`src/rtl/pwm_seq_pkg.sv`:
```
// Shared types and defaults for the PWM fade sequencer.
// Channel ramp state encoding plus the default core dimensions.
package pwm_seq_pkg;

  localparam int STATE_W    = 2;
  localparam int DEF_R_SIZE = 8;
  localparam int DEF_NCH    = 3;
  localparam int DEF_RATE_W = 4;

  typedef enum logic [STATE_W-1:0] {
    CH_IDLE = 2'd0,
    CH_UP   = 2'd1,
    CH_DOWN = 2'd2
  } chan_state_e;

endpackage

```
`src/rtl/pwm_seq_chan.sv`:
```
// One sequencer channel: holds duty/target/rate and steps duty by one per due period tick.
// Optional triangle "breathing" between 0 and target is compiled in with PWM_SEQ_BREATHE_EN.
module pwm_seq_chan
  import pwm_seq_pkg::*;
#(
  parameter int R_SIZE = DEF_R_SIZE,
  parameter int RATE_W = DEF_RATE_W
) (
  input  logic              clk,
  input  logic              rst_n,
  input  logic              tick_i,
  input  logic              wr_i,
  input  logic [R_SIZE-1:0] wr_target_i,
  input  logic [RATE_W-1:0] wr_rate_i,
  output logic [R_SIZE-1:0] duty_o,
  output logic              load_o,
  output logic              busy_o
);

  logic [R_SIZE-1:0] cur_q;
  logic [R_SIZE-1:0] target_q;
  logic [RATE_W-1:0] rate_q;
  logic [RATE_W-1:0] rate_cnt_q;
  logic              load_q;
  chan_state_e       state_q;
  logic [R_SIZE-1:0] step_d;

  // A step never wraps: UP only while cur < target, DOWN only while cur > 0.
  assign step_d = (state_q == CH_UP) ? cur_q + R_SIZE'(1) : cur_q - R_SIZE'(1);

  always_ff @(posedge clk or negedge rst_n) begin
    if (!rst_n) begin
      cur_q      <= '0;
      target_q   <= '0;
      rate_q     <= '0;
      rate_cnt_q <= '0;
      load_q     <= 1'b0;
      state_q    <= CH_IDLE;
    end else begin
      load_q <= 1'b0;
      if (wr_i) begin
        target_q   <= wr_target_i;
        rate_q     <= wr_rate_i;
        rate_cnt_q <= '0;
        if (wr_target_i > cur_q)
          state_q <= CH_UP;
        else if (wr_target_i < cur_q)
          state_q <= CH_DOWN;
        else
          state_q <= CH_IDLE;
      end else if (tick_i && (state_q != CH_IDLE)) begin
        if (rate_cnt_q != '0) begin
          rate_cnt_q <= rate_cnt_q - RATE_W'(1);
        end else begin
          cur_q      <= step_d;
          rate_cnt_q <= rate_q;
          load_q     <= 1'b1;
`ifdef PWM_SEQ_BREATHE_EN
          if ((state_q == CH_UP) && (step_d == target_q))
            state_q <= CH_DOWN;
          else if ((state_q == CH_DOWN) && (step_d == '0))
            state_q <= (target_q == '0) ? CH_IDLE : CH_UP;
`else
          if (step_d == target_q)
            state_q <= CH_IDLE;
`endif
        end
      end
    end
  end

  assign duty_o = cur_q;
  assign load_o = load_q;
  assign busy_o = (state_q != CH_IDLE);

endmodule

```
`src/rtl/pwm_fade_sequencer.sv`:
```
// Multi-channel duty fader: period counter, host config port and one pwm_seq_chan per channel.
// Define PWM_SEQ_BREATHE_EN to make channels breathe between 0 and target indefinitely.
module pwm_fade_sequencer
  import pwm_seq_pkg::*;
#(
  parameter  int R_SIZE = DEF_R_SIZE,
  parameter  int NCH    = DEF_NCH,
  parameter  int RATE_W = DEF_RATE_W,
  localparam int CH_W   = (NCH > 1) ? $clog2(NCH) : 1
) (
  input  logic                  clk,
  input  logic                  rst_n,
  input  logic                  en,
  input  logic                  cfg_valid,
  output logic                  cfg_ready,
  input  logic [CH_W-1:0]       cfg_ch,
  input  logic [R_SIZE-1:0]     cfg_target,
  input  logic [RATE_W-1:0]     cfg_rate,
  output logic [NCH*R_SIZE-1:0] duty_o,
  output logic [NCH-1:0]        load_o,
  output logic [NCH-1:0]        busy_o,
  output logic                  period_tick_o
);

  logic [R_SIZE-1:0] pcnt_q;
  logic              cfg_fire;
  logic [NCH-1:0]    wr_sel;

  always_ff @(posedge clk or negedge rst_n) begin
    if (!rst_n)
      pcnt_q <= '0;
    else if (en)
      pcnt_q <= pcnt_q + R_SIZE'(1);
  end

  // Writes are refused only in the tick cycle so they never race a step.
  assign period_tick_o = en & (pcnt_q == '1);
  assign cfg_ready     = ~period_tick_o;
  assign cfg_fire      = cfg_valid & cfg_ready;

  for (genvar i = 0; i < NCH; i++) begin : g_chan
    logic [R_SIZE-1:0] duty;

    assign wr_sel[i] = cfg_fire & (cfg_ch == CH_W'(i));

    pwm_seq_chan #(
      .R_SIZE (R_SIZE),
      .RATE_W (RATE_W)
    ) u_chan (
      .clk         (clk),
      .rst_n       (rst_n),
      .tick_i      (period_tick_o),
      .wr_i        (wr_sel[i]),
      .wr_target_i (cfg_target),
      .wr_rate_i   (cfg_rate),
      .duty_o      (duty),
      .load_o      (load_o[i]),
      .busy_o      (busy_o[i])
    );

    assign duty_o[i*R_SIZE +: R_SIZE] = duty;
  end

endmodule

```
`config.mk`:
```
export PLATFORM = sky130hd
export DESIGN_NAME = pwm_fade_sequencer
export DESIGN_NICKNAME = d
export VERILOG_FILES = /design/src/rtl/pwm_seq_pkg.sv /design/src/rtl/pwm_seq_chan.sv /design/src/rtl/pwm_fade_sequencer.sv
export SDC_FILE = /design/constraint.sdc
export NUM_CORES = 1
export LEC_CHECK = 0
export ABC_AREA = 1
export BUFFER_PORTS_ARGS = -buffer_cell sky130_fd_sc_hd__buf_2
export CAP_MARGIN = 40
export CORE_ASPECT_RATIO = 1.1
export CORE_MARGIN = 5
export CORE_UTILIZATION = 39
export CTS_CLUSTER_DIAMETER = 200
export DETAILED_ROUTE_END_ITERATION = 16
export SLEW_MARGIN = 30
export SYNTH_ARGS = -nofsm -noshare
export SYNTH_HDL_FRONTEND = slang
export SYNTH_SLANG_ARGS = --single-unit
```
`constraint.sdc`:
```
create_clock -name clk -period 5.6 [get_ports clk]
set_clock_uncertainty 0.2 [all_clocks]
set_input_delay 1.12 -clock clk [delete_from_list [all_inputs] [get_ports clk]]
set_output_delay 1.12 -clock clk [all_outputs]
set_load 0.02 [all_outputs]
```
* Word level (Yosys, flattened, before mapping) *
Cells that the tools add are included.

storage, ports and cells
  flip-flop bits (word level) = 89
  output and inout port bits = 32
  word-level logic and storage cells = 120
  input bits = 18

operators by class
  eq/ne operators = 12
  order comparisons = 6
  reduce and logical (&&, ||, !) cells = 22
  add/sub/neg operators = 10
  bitwise operators = 12
  multiplexer cells = 39

operator list
  operator               number
  $mux W2                18
  $mux W4                9
  $add A8 B1 Y8 const B  4
  $eq A8 B8 Y1           3
  $gt A8 B8 Y1           3
  $lt A8 B8 Y1           3
  $mux W8                3
  $sub A8 B1 Y8 const B  3
  $reduce_and A3 Y1      6
  $reduce_bool A2 Y1     9
  $reduce_bool A4 Y1     3
  $sub A4 B1 Y4 const B  3
  $mux W1                9
  $eq A2 B1 Y1 const B   4
  $eq A8 B8 Y1 const B   1
  $not A1 Y1             7
  $ne A2 B1 Y1 const B   3
  $and A1 B1 Y1          5
  $logic_and A1 B1 Y1    3
  $eq A2 B2 Y1 const B   1
  $logic_not A2 Y1       1

* Depth between registers and ports, before layout *
Gate-level depths: netlist (run 1).

  depth after elaboration = 7
  mapped depth = 17
  depth with buffers taken out = 17

* Cells and area by module *
A second synthesis (run 1) with hierarchy kept.

second synthesis, totals
  cell total of the unflattened synthesis = 840
  area total of the unflattened synthesis = 6072.1 sq um

modules (own cells, without submodules)
  module                                area each (sq um)  seq. area each (sq um)  cells each  instances
  pwm_seq_chan at g_chan[1].u_chan ...  1875.5             675.6                   262         2
  pwm_seq_chan at g_chan[0].u_chan      1883.1             675.6                   263         1
  pwm_fade_sequencer                    437.9              200.2                   53          1

* Worst setup path before layout (run 1) *
No wires, ideal clock.

  kind = input port to output port
  from = in en
  to = out cfg_ready
  setup slack = 2568 ps
  data required time = 4280 ps
  cell stages on the path = 5
  data arrival time = 1712 ps
  path buffers = 0
  cell sequence = nand2_2 > nor2_2 > nand3_2 > nor2_4 > inv_2

on the way
  longest elaborated chain between the ends = 2

ends and longest elaborated chain
  what                     line                      RTL
  start: declaration       pwm_fade_sequencer.sv:13  input logic en,
  $and A1 B1 Y1            pwm_fade_sequencer.sv:37  assign period_tick_o = en & (pcnt_q == '1);
  named net period_tick_o  pwm_fade_sequencer.sv:22  output logic period_tick_o
  $not A1 Y1               pwm_fade_sequencer.sv:38  assign cfg_ready = ~period_tick_o;
  end: declaration         pwm_fade_sequencer.sv:15  output logic cfg_ready,

The timed path passes the listed nets, and every way through them passes these cells.

* Final worst setup path (run 1) *
  from = in en
  to = out cfg_ready

on the way
  longest elaborated chain between the ends = 2

ends and longest elaborated chain
  what           line
  $and A1 B1 Y1  pwm_fade_sequencer.sv:37
  $not A1 Y1     pwm_fade_sequencer.sv:38

No other way between the ends.

==> results.toml, run 1 <==
[run_status]
status = "complete, no violations"

[yosys]
synth_area_leaders = "dfrtp_1 38%, nand2_1 14%, ha_1 11%, inv_1 7.3%, o21ai_0 6.6%"
synth_edf_count = 0
yosysTopAreaCellShare = 0.384
synth_cells = 752
ys_types = 37
synth.most_common_cell = "nand2_1"
syn-mean-instance-area_sq_um = 7.71
synth_seq_cells = 89
synth-main-ff-cell = "dfrtp_1"
synth-seq-area-share = 0.384
yosys_warnings = 0
synth_common_cells = "212 x nand2_1, 113 x inv_1, 89 x dfrtp_1"
async_reset_ff_frac = 1.00
syn_area_sq_mm = 0.00580
synthesis.nets = 824
synth.largest_area_cell = "dfrtp_1"

[global_routing]
grt_remaining_overflow = 0
antenna_found_initial = 0
grt_pass1_vias = 4591
grt_max_degree = 47
grt_usage = 0.161
grt_pass1_wl_mm = 22.7

[power]
power_frac_comb = 0.283
p_int_uw = 1340
p_sw_frac = 0.328
clkPwrFrac = 0.317
total_power_uw = 1990
irDropWorstVdd_mv = 0.125
switchingPower_uw = 653
powerDensity_mw_per_mm2 = 304
p_leak_uw = 0.00346
power_frac_seq = 0.400

[timing]
finalCritPeriodShare = 0.608
rsz0062_at_grt = "false"
max_freq_ghz = 0.294
setup_viol = 0
max_slew.worst_pin.slew_ns = 0.617
finalCriticalPeriod_ns = 3.41
tns_ns = 0
maxSlewViolCount = 0
hold_viol = 0
slew_headroom = 0.585

[clock_network]
numCtsBuffers = 9
post_cts_buffers = 0
clk_latency_ns = 0.34
ctsResizeCount = 0
cts_sinks = 89
clockRootBuffer = "clkbuf_16"
hold_buffers = 0
cts_tree = "yes"
clock_path_buffers = 2
clk_pin_slew_worst_paths_ns = 0.06
htree_levels = 3

[setup_path]
r2r_start = "g_chan[1].u_chan.state_q[1]"
crit_arrival_ns = 2.09
max_stage_delay_ns = 0.27
crit_end = "cfg_ready"
crit_type = "in -> out"
worstRegToRegCells = 15
reg2reg_setup_slack_ns = 2.98
required_ns = 4.28
start_kind = "primary input"
crit_path_top_delay_cell = "nor2_4"
cp_common_cell = "buf_2"
path_cells = "buf_2, nand2_2, nor2_2, nand3_2, nor2_4, inv_2, buf_2"
r2r-end = "g_chan[1].u_chan.state_q[0]"
cp_max_fo = 6
crit_path_start = "en"
crit_path_end_kind = "output port"

[floorplanning]
rows = 46
coreArea_sq_mm = 0.0145
die_w_microns = 126
die_area_sq_mm = 0.0174
start_util = 0.400
io_pins = 50
die-height_microns = 138

[detailed_routing]
drt-initial-drc-count = 264
drt_pass1_iterations = 5
wirelength_mm = 13.2
vias = 4749
post-route-drc-count = 0
antenna_left = 0
via_per_inst = 4.76
avgRoutedWirePerCell_microns = 13.2

[placement]
gp_congestion = 0.808
numPortBuffers = 49
place_hpwl_mm = 10.3
place_area_sq_mm = 0.00622

[finish]
n_antenna_cell = 0
drive_gt1_frac = 0.108
area_delta_synth_final_pct = 12.8
utilization = 0.451
fin_nets = 872
post-route-cell-area_sq_mm = 0.00654

[min_path]
hold_path.class = "reg -> reg"

[job]
cap_violations = 0
## how the worst min path moves through the flow
stage | from | end | slack [ns] | cells after the start
2_1_floorplan | pcnt_q[5] | pcnt_q[5] | 0.25 | 1
3_3_place_gp | pcnt_q[5] | pcnt_q[5] | 0.26 | 1
3_5_place_dp | pcnt_q[5] | pcnt_q[5] | 0.26 | 1
4_1_cts | pcnt_q[5] | pcnt_q[5] | 0.28 | 1
5_1_grt | pcnt_q[7] | pcnt_q[7] | 0.29 | 1
6_report | pcnt_q[5] | pcnt_q[5] | 0.27 | 1
## cells by family after synthesis
group | Yosys count | share of synthesized area
and+or+nand+nor | 330 | 0.248
xor gates and xnor gates | 29 | 0.0511
adders and majority gates | 54 | 0.120
DFF | 89 | 0.384
buffers and inverters | 134 | 0.0915
AOI/OAI and AO/OA | 115 | 0.103
muxes | 1 | 0.00194
## cell usage in the layout (no fill, tap or decap), types with 14 or more instances in the layout
cell     count
ha_1        51
nor2_1      26
nand3_1     57
inv_1      113
xor2_1      14
o21ai_0     76
dfrtp_1     89
a21oi_1     24
nand2_1    212
buf_2       48
## worst max-delay path, delay by kind of cell
kind / cells / cell delay (ns)
buf+inv: 3 / 0.39
simple gates: 4 / 0.56
## routing by layer
metal  part of all wire  track usage
met5                  0            0
met4              0.016       0.0495
met3              0.027       0.0193
met2               0.46        0.260
met1               0.50        0.227
## through the flow
stage                     std cells  setup WS, ns  hold slack (ns)
after floorplan                 752          2.57            0.245
after global placement          979          2.14            0.258
after detailed placement        980          2.11            0.262
after CTS                       996          2.17            0.275
after global routing            997          2.11            0.292
final                           997          2.19            0.273
## power groups by stage
stage	combinational, uW	clock (uW)	sequential (uW)
after global placement	561	0	807
after global routing	663	679	807
final	563	631	797
after CTS	572	646	796
after detailed placement	566	0	806
after floorplan	450	0	789
## flip-flops by register name, indices dropped and copies added (netlist names)
signal,flops
g_chan.u_chan.rate_cnt_q,12
pcnt_q,8
g_chan.u_chan.duty_o,24
g_chan.u_chan.load_o,3
g_chan.u_chan.state_q,6
g_chan.u_chan.rate_q,12
g_chan.u_chan.target_q,24
## cell type report
| type | instances | area, sq um |
|---|---|---|
| fillers | 1493 | 7960 |
| multi-input cells | 529 | 3040 |
| flip-flops and latches | 89 | 2230 |
| inverters | 119 | 447 |
| repair buffers | 52 | 270 |
| clock buffers | 12 | 267 |
| well taps | 192 | 240 |
| clock inverters | 4 | 50.0 |
No activity file was read; power rests on OpenSTA's default activity.
==> inputs of run 2 (changes only) <==
Clock period 5.6 ns to 2.9 ns, I/O delays scaled along.
==> results.toml, run 2 (same netlist as run 1, synthesis figures left out) <==
[detailed_routing]
drt-initial-drc-count = 266
post-route-drc-count = 0
via_per_inst = 4.73
drt_pass1_iterations = 5
avgRoutedWirePerCell_microns = 13.3
vias = 4741
antenna_left = 0
wirelength_mm = 13.3

[finish]
drive_gt1_frac = 0.115
n_antenna_cell = 0
fin_nets = 878
layout_common_cells = "212 x nand2_1, 113 x inv_1, 89 x dfrtp_1"
utilization = 0.457
multi_input_area_sq_mm = 0.00304
n_fill_cell = 1485
final_common_cell = "nand2_1"
area_delta_synth_final_pct = 14.2
regArea_sq_mm = 0.00223

[floorplanning]
die_w_microns = 126
die-height_microns = 138
start_util = 0.400
rows = 46
die_area_sq_mm = 0.0174
io_pins = 50
coreArea_sq_mm = 0.0145

[setup_path]
required_ns = 2.93
r2r-end = "g_chan[1].u_chan.state_q[1]"
reg2reg_setup_slack_ns = 0.33
crit_path_end_kind = "flip-flop"
crit_type = "reg -> reg"
start_kind = "flip-flop"
crit_arrival_ns = 2.60
r2r_start = "g_chan[1].u_chan.state_q[0]"
cp_max_fo = 9
worstRegToRegCells = 12

[clock_network]
htree_levels = 3
cts_tree = "yes"
clockRootBuffer = "clkbuf_16"
clock_path_buffers = 2
clk_pin_slew_worst_paths_ns = 0.07
ctsResizeCount = 0
numCtsBuffers = 9
post_cts_buffers = 0
hold_buffers = 0
cts_sinks = 89
clk_latency_ns = 0.34

[min_path]
hold_path.class = "in -> async"

[run_status]
status = "complete, no violations"

[power]
total_power_uw = 3990
power_frac_seq = 0.386
clkPwrFrac = 0.344
switchingPower_uw = 1270
p_int_uw = 2720
power_frac_comb = 0.270
p_leak_uw = 0.00350
irDropWorstVdd_mv = 0.280
powerDensity_mw_per_mm2 = 602
p_sw_frac = 0.318

[global_routing]
grt_pass1_vias = 4704
grt_usage = 0.164
grt_remaining_overflow = 0
grt_pass1_wl_mm = 22.9
grt_max_degree = 40
antenna_found_initial = 0

[placement]
gp_congestion = 0.834
place_hpwl_mm = 10.4
numPortBuffers = 49

[job]
cap_violations = 0

[timing]
hold_viol = 0
maxSlewViolCount = 0
rsz0062_at_grt = "false"
max_freq_ghz = 0.389
slew_headroom = 0.631
tns_ns = 0
setup_viol = 0
finalCritPeriodShare = 0.887
max_slew.worst_pin.slew_ns = 0.550
finalCriticalPeriod_ns = 2.57
## run 2: cell types whose count changed in the layout (fill, tap and decap cells not counted)
cell        change
buf_4           +7
bufinv_16       +2
clkbuf_8        -2
clkinv_4        +2
clkbuf_4        -1
clkinv_2        -1
clkinvlp_4      -1
## run 2: worst max-delay path by stage
stage,startpoint,to,slack (ns),cells past startpoint
after floorplan,g_chan[2].u_chan.duty_o[0],g_chan[2].u_chan.state_q[1],0.61,15
after global placement,en,g_chan[2].u_chan.duty_o[5],0.21,14
after detailed placement,en,g_chan[2].u_chan.duty_o[5],0.21,14
after CTS,pcnt_q[0],cfg_ready,0.34,7
after global routing,g_chan[2].u_chan.state_q[0],g_chan[2].u_chan.state_q[1],0.14,17
final,g_chan[1].u_chan.state_q[0],g_chan[1].u_chan.state_q[1],0.33,12
## run 2: power by group through the flow
stage / Combinational, uW / Sequential [uW] / Clock [uW]
floorplan: 869 / 1520 / 0
global placement: 1070 / 1560 / 0
detailed placement: 1090 / 1560 / 0
CTS: 1090 / 1540 / 1400
global route: 1270 / 1560 / 1460
finish: 1080 / 1540 / 1370
## run 2: area by class of cell
cell class                 count  area share
clock buffer                  10      0.0361
clock inverter                 6      0.0174
timing repair buffer          58      0.0476
sequential                    89       0.336
tap                          192      0.0363
multi-input combinational    529       0.459
inverter                     119      0.0674
## run 2: through the flow
stage,std cells,setup slack [ns],instance area (sq um),hold slack (ns)
after global routing,1003,0.144,6620,0.0500
after global placement,987,0.207,6270,0.261
after floorplan,752,0.609,5800,0.0844
after CTS,1003,0.343,6620,0.0157
final,1003,0.327,6620,0.00387
after detailed placement,987,0.210,6270,0.266
## run 2: metal layers
layer / share of wire / global-route usage / up-vias
met5: 0 / 0 / -
met4: 0.018 / 0.0584 / 0
met3: 0.041 / 0.0239 / 14
met2: 0.46 / 0.268 / 69
met1: 0.48 / 0.223 / 2138
li1: - / - / 2520
## run 2: worst max-delay path: stages (launching register included)
cell and delay [ns]:
dfrtp_1 0.39, nand2_1 0.29, inv_1 0.10, fa_1 0.45, xor2_1 0.19, inv_1 0.10, nor2_1 0.05, nor3_1 0.25
inv_1 0.09, nor2_1 0.11, nand3b_1 0.10, nand3_1 0.08, nand2_1 0.05
